`config.mk`:
```
export PLATFORM = sky130hd
export DESIGN_NAME = trig_time_fifo_reader
export DESIGN_NICKNAME = d
export VERILOG_FILES = /design/src/rtl/trig_time_fifo_reader_pkg.sv /design/src/rtl/trig_time_fifo_reader_req_counter.sv /design/src/rtl/trig_time_fifo_reader.sv
export SDC_FILE = /design/constraint.sdc
export NUM_CORES = 1
export LEC_CHECK = 0
export ABC_AREA = 1
export CORE_MARGIN = 2
export CORE_UTILIZATION = 42
export CTS_CLUSTER_DIAMETER = 30
export DETAILED_ROUTE_END_ITERATION = 8
export PLACE_DENSITY = 0.59
export SETUP_SLACK_MARGIN = 0.5
export SLEW_MARGIN = 20
export SYNTH_ARGS = -nofsm -noshare
export SYNTH_HDL_FRONTEND = slang
export SYNTH_HIERARCHICAL = 1
export SYNTH_SLANG_ARGS = --single-unit
```
`constraint.sdc`:
```
create_clock -name clk -period 2.3 [get_ports clk]
set_input_delay 0.345 -clock clk [delete_from_list [all_inputs] [get_ports clk]]
set_output_delay 0.345 -clock clk [all_outputs]
set_load 0.01 [all_outputs]
```
`src/rtl/trig_time_fifo_reader_pkg.sv`:
```
// trig_time_fifo_reader_pkg: FSM states, output word layout and widths shared by the reader and its pending counter
package trig_time_fifo_reader_pkg;
  typedef enum logic [1:0] {ST_IDLE, ST_WAIT, ST_CAPTURE, ST_EMIT} state_t;
  localparam int PEND_W = 4;
  localparam int CNT_W = 16;
  localparam int TAG_LSB = 28;
  localparam int TIMEOUT_BIT = 27;
  localparam int OVF_BIT = 26;
  localparam int CNT_LSB = 8;
  localparam logic [3:0] WORD_TAG_DEF = 4'hD;
  function automatic logic [31:0] pack_word(
    input logic [3:0] tag,
    input logic timeout,
    input logic ovf,
    input logic [CNT_W-1:0] cnt,
    input logic [7:0] t
  );
    logic [31:0] w;
    w = '0;
    w[TAG_LSB +: 4] = tag;
    w[TIMEOUT_BIT] = timeout;
    w[OVF_BIT] = ovf;
    w[CNT_LSB +: CNT_W] = cnt;
    w[7:0] = t;
    return w;
  endfunction
endpackage

```
`src/rtl/trig_time_fifo_reader_req_counter.sv`:
```
// trig_req_counter: saturating pending-request counter with sticky lost-request flag
//   clk, rst_n (async, active low), clear (sync)
//   inc   : new request      dec : request taken into service
//   count : pending requests lost : request dropped while saturated (sticky)
module trig_req_counter
  import trig_time_fifo_reader_pkg::*;
#(
  parameter int PEND_MAX = 15
) (
  input  logic              clk,
  input  logic              rst_n,
  input  logic              clear,
  input  logic              inc,
  input  logic              dec,
  output logic [PEND_W-1:0] count,
  output logic              lost
);
  localparam logic [PEND_W-1:0] MAX = PEND_W'(PEND_MAX);
  logic drop;
  // a simultaneous dec makes room, so only a lone inc at MAX is dropped
  assign drop = inc && !dec && (count == MAX);
  always_ff @(posedge clk or negedge rst_n)
    if (!rst_n) begin
      count <= '0;
      lost <= 1'b0;
    end else if (clear) begin
      count <= '0;
      lost <= 1'b0;
    end else begin
      count <= (inc && !dec && !drop) ? count + 1'b1 : (dec && !inc) ? count - 1'b1 : count;
      lost <= lost | drop;
    end
endmodule

```
`src/rtl/trig_time_fifo_reader.sv`:
```
// trig_time_fifo_reader: pops one trigger-time byte per event request and emits a tagged 32-bit word
//   clk, rst_n (async, active low), clear (sync, same effect as reset)
//   evt_req                      : one pulse per event needing a trigger time
//   fifo_q/fifo_empty/fifo_full  : FIFO read side (normal mode, data one cycle after fifo_rd)
//   fifo_rd                      : one-cycle pop request
//   data_out/data_valid/data_ready : word to event builder, valid/ready handshake
//   busy : FSM active or requests pending   req_lost : sticky request drop
module trig_time_fifo_reader
  import trig_time_fifo_reader_pkg::*;
#(
  parameter int         TIMEOUT_CYCLES = 1024,
  parameter int         PEND_MAX       = 15,
  parameter logic [3:0] WORD_TAG       = WORD_TAG_DEF
) (
  input  logic        clk,
  input  logic        rst_n,
  input  logic        clear,
  input  logic        evt_req,
  input  logic [7:0]  fifo_q,
  input  logic        fifo_empty,
  input  logic        fifo_full,
  output logic        fifo_rd,
  output logic [31:0] data_out,
  output logic        data_valid,
  input  logic        data_ready,
  output logic        busy,
  output logic        req_lost
);
  localparam logic [CNT_W-1:0] TO_LAST = CNT_W'(TIMEOUT_CYCLES - 1);
  state_t state;
  logic [CNT_W-1:0] timer;
  logic [CNT_W-1:0] evt_cnt;
  logic ovf;
  logic [PEND_W-1:0] pending;
  logic take;
  logic accept;
  assign take = (state == ST_IDLE) && (pending != '0);
  assign accept = data_valid && data_ready;
  // combinational so a pop can never coincide with an empty FIFO
  assign fifo_rd = (state == ST_WAIT) && !fifo_empty;
  assign busy = (state != ST_IDLE) || (pending != '0);
  trig_req_counter #(.PEND_MAX(PEND_MAX)) u_req (
    .clk   (clk),
    .rst_n (rst_n),
    .clear (clear),
    .inc   (evt_req),
    .dec   (take),
    .count (pending),
    .lost  (req_lost)
  );
  // data_out doubles as the time register; it is frozen while in EMIT.
  // The overflow bit also folds in a FIFO_FULL seen on the packing cycle itself.
  always_ff @(posedge clk or negedge rst_n)
    if (!rst_n) begin
      state <= ST_IDLE;
      timer <= '0;
      evt_cnt <= '0;
      ovf <= 1'b0;
      data_out <= '0;
      data_valid <= 1'b0;
    end else if (clear) begin
      state <= ST_IDLE;
      timer <= '0;
      evt_cnt <= '0;
      ovf <= 1'b0;
      data_out <= '0;
      data_valid <= 1'b0;
    end else begin
      ovf <= ovf | fifo_full;
      case (state)
        ST_IDLE:
          if (take) begin
            state <= ST_WAIT;
            timer <= '0;
          end
        ST_WAIT:
          if (!fifo_empty) state <= ST_CAPTURE;
          else if (timer == TO_LAST) begin
            state <= ST_EMIT;
            data_valid <= 1'b1;
            data_out <= pack_word(WORD_TAG, 1'b1, ovf | fifo_full, evt_cnt, 8'h00);
          end else timer <= timer + 1'b1;
        ST_CAPTURE: begin
          state <= ST_EMIT;
          data_valid <= 1'b1;
          data_out <= pack_word(WORD_TAG, 1'b0, ovf | fifo_full, evt_cnt, fifo_q);
        end
        ST_EMIT:
          if (accept) begin
            state <= ST_IDLE;
            data_valid <= 1'b0;
            data_out <= '0;
            evt_cnt <= evt_cnt + 1'b1;
            ovf <= fifo_full;
          end
        default: state <= ST_IDLE;
      endcase
    end
endmodule

```
==> results.json <==
{
  "synth_compound_area_share_pct": 7.244,
  "fp.dieW_um": 101.3,
  "gp_congestion": 0.8225,
  "crit_fanout": 5,
  "hold_ws_ns": 0.001472,
  "timing.final.crit_period_ns": 1.817,
  "synth_cell_type_count": 41,
  "fin_worst_skew_ns": 0.01279,
  "dp_hpwl_um": 6386,
  "cts_tree": "done",
  "netlist_area_sq_mm": 0.003973,
  "setup_tns_ns": 0,
  "diodes": 0,
  "dr.pass1.iters": 5,
  "syn_to_final_growth_pct": 32.28,
  "place_area_sq_mm": 0.004537,
  "grt_pass1_vias": 3555,
  "postSynth.asyncResetShare_pct": 100.0,
  "drt-initial-drc-count": 121,
  "cts_max_level": 3,
  "ys_top_cells_by_count": "nand2_1 (137), nor2_1 (79), dfrtp_1 (67), inv_1 (40), nand3_1 (38)",
  "synth-seq-cells": 67,
  "drive_gt1_share_pct": 21.93,
  "grt_pass1_wl_um": 16920,
  "ios": 51,
  "grtUsageTotal_pct": 20.81,
  "fin_nets": 631,
  "drt.antenna.violating_nets": 0,
  "path_common_cell": "nor2_4",
  "numCtsBuffers": 9,
  "utilization_pct": 57.14,
  "cts-root-buf": "clkbuf_8",
  "drc": 0,
  "cts.clk_slew.worst_paths_ns": 0.08,
  "final_cell_area_sq_mm": 0.005255,
  "slew_violations": 0,
  "cts_buffer_depth": 2,
  "synth-edff-count": 0,
  "drt_wl_total_um": 10400,
  "dpl_worst_slack_ns": 0.04469,
  "antenna_found_initial": 0,
  "power_density_mw_per_mm2": 935.4,
  "die_h_um": 101.3,
  "hold_buffers": 0,
  "grt_max_degree": 68,
  "multi_input_area_sq_mm": 0.002257,
  "regArea_sq_mm": 0.001682,
  "status": "complete, no violations",
  "viasPerCell": 5.130,
  "crit_family": "simple AND/OR/NAND/NOR gates",
  "endpoint_kind": "flop",
  "finalHoldViolations": 0,
  "maxCapViolCount": 0,
  "crit_required_ns": 2.55,
  "setup_ws_ns": 0.4830,
  "core_area_sq_mm": 0.009196,
  "synthTopCellsByArea": "dfrtp_1 (42%), nand2_1 (13%), nor2_1 (7.5%)",
  "ys_warn_count": 6,
  "crit_slowest_cell": "dfrtp_2",
  "cts.sinks": 67,
  "yosys.area.top_type": "dfrtp_1",
  "drt-wirelength-per-cell_um": 14.40,
  "leakagePower_nw": 2.389,
  "fill_cells": 863,
  "ir_drop_v": 0.0003927,
  "synthMuxAreaShare_pct": 0,
  "fin_crit_sh_pct": 79.00,
  "synth_most_common_cell": "nand2_1",
  "rsz0062_at_grt": "yes",
  "synth-main-ff-cell": "dfrtp_1",
  "design.die.area_sq_mm": 0.01025,
  "fmax_mhz": 550.4,
  "vias": 3704,
  "synth-adder-area-share_pct": 3.339,
  "io_buffers": 47,
  "seq_area_frac_synth_pct": 42.20,
  "path_class": "reg2reg",
  "synth_xor_area_share_pct": 2.205,
  "yosys.area_share.simple_pct": 36.91,
  "clock_latency_ns": 0.36,
  "hold_path_class": "in2async",
  "worstPathCellList": "inv_4 -> ha_4 -> a21boi_4 -> nor2_4 -> o21ai_4 -> ha_4 -> nand2_4 -> nor2_4 -> nor2_4 -> inv_1 -> nand2_1 -> nand3_1 -> nand2_1",
  "num_rows": 35,
  "synth_top_family_by_area": "simple AND/OR/NAND/NOR gates",
  "grt_overflow_total": 0,
  "worstPathArrival_ns": 2.07,
  "setup_violations": 0,
  "initial_core_util_pct": 43.20,
  "cp-start-kind": "flop",
  "slowest_delay_ns": 0.41,
  "cp_num_buf_inv": 2,
  "synth_top_area_share_pct": 42.20,
  "syn-instance-count": 526,
  "syn_avg_cell_area_sq_um": 7.552
}
## repair_timing
| item | 4_1_cts | 5_1_grt |
|---|---|---|
| gates cloned | 4 | 0 |
| setup buffers | 10 | 22 |
| gates resized for setup | 25 | 42 |
| setup endpoints to repair | 41 | 63 |
| pin swaps | 6 | 20 |
## layout by cell type, fill, tap and decap left out, types with 5 or more instances in the layout
master / instances
dfrtp_1: 63
buf_4: 34
nor2_4: 9
nand4_1: 31
clkdlybuf4s50_1: 44
nor3_1: 5
inv_2: 5
inv_1: 36
a21oi_1: 12
nand2_1: 126
clkbuf_8: 9
o21ai_0: 15
o21ai_1: 10
ha_4: 6
nand2_2: 24
buf_12: 5
nor2_1: 73
xor2_1: 8
nand3_4: 5
nand3_1: 37
## state kept, by name, indices dropped and copies added, names as in the netlist
| register | flops |
|---|---|
| ovf | 1 |
| u_req/count | 4 |
| data_out | 26 |
| timer | 16 |
| evt_cnt | 16 |
| data_valid | 1 |
| u_req/lost | 1 |
| state | 2 |
## kinds of logic (layout without fill, tap and decap cells)
family	count (synthesis)	in the layout
and+or+nand+nor	320	324
AOI/OAI and AO/OA	49	49
xor gates and xnor gates	10	10
adders and majority gates	10	10
buffers and inverters	69	148
DFF	67	67
other	1	3
## through the flow
stage	cells	power, mW
finish	722	4.916
global route	722	5.228
CTS	700	4.460
detailed placement	670	3.117
global placement	670	3.107
floorplan	528	2.697
## power breakdown
group          leakage, nW  switching [mW]  internal (mW)
combinational         1.39            1.41           1.18
clock               0.0852           0.492          0.386
sequential           0.914           0.144           1.31
total                 2.39            2.04           2.87
## layer usage
| metal | vias up | part of all wire (%) | global-route usage (%) |
|---|---|---|---|
| li1 | 1867 | - | - |
| met1 | 1720 | 47 | 28.40 |
| met2 | 100 | 46 | 33.11 |
| met3 | 17 | 5.7 | 4.969 |
| met4 | 0 | 1.4 | 6.029 |
| met5 | - | 0 | 0 |
## worst paths after layout
path                                          start                          to  slack (ns)  depth (start not counted)
setup reg to reg               state[0]$_DFFE_PN0P_  u_req/count[3]$_DFFE_PN0P_        0.48                         13
hold reg to reg            data_out[12]$_DFFE_PN0P_    data_out[12]$_DFFE_PN0P_        0.47                          2
hold / removal                                rst_n  u_req/count[3]$_DFFE_PN0P_       0.001                          2
setup / recovery               state[0]$_DFFE_PN0P_  u_req/count[3]$_DFFE_PN0P_        0.48                         13
max in group asynchronous                     rst_n      data_valid$_DFFE_PN0P_        2.00                          2
min in group clk           data_out[12]$_DFFE_PN0P_    data_out[12]$_DFFE_PN0P_        0.47                          2
## final cells by class
cell class                      instances  share of cell area (%)
Multi-Input combinational cell        396                   42.95
Sequential cell                        67                   32.00
Timing Repair Buffer                   87                   15.76
Inverter                               45                   3.452
Tap cell                              111                   2.643
Clock buffer                            9                   2.357
Clock inverter                          7                  0.8333
(Power assumes the default switching activity.)
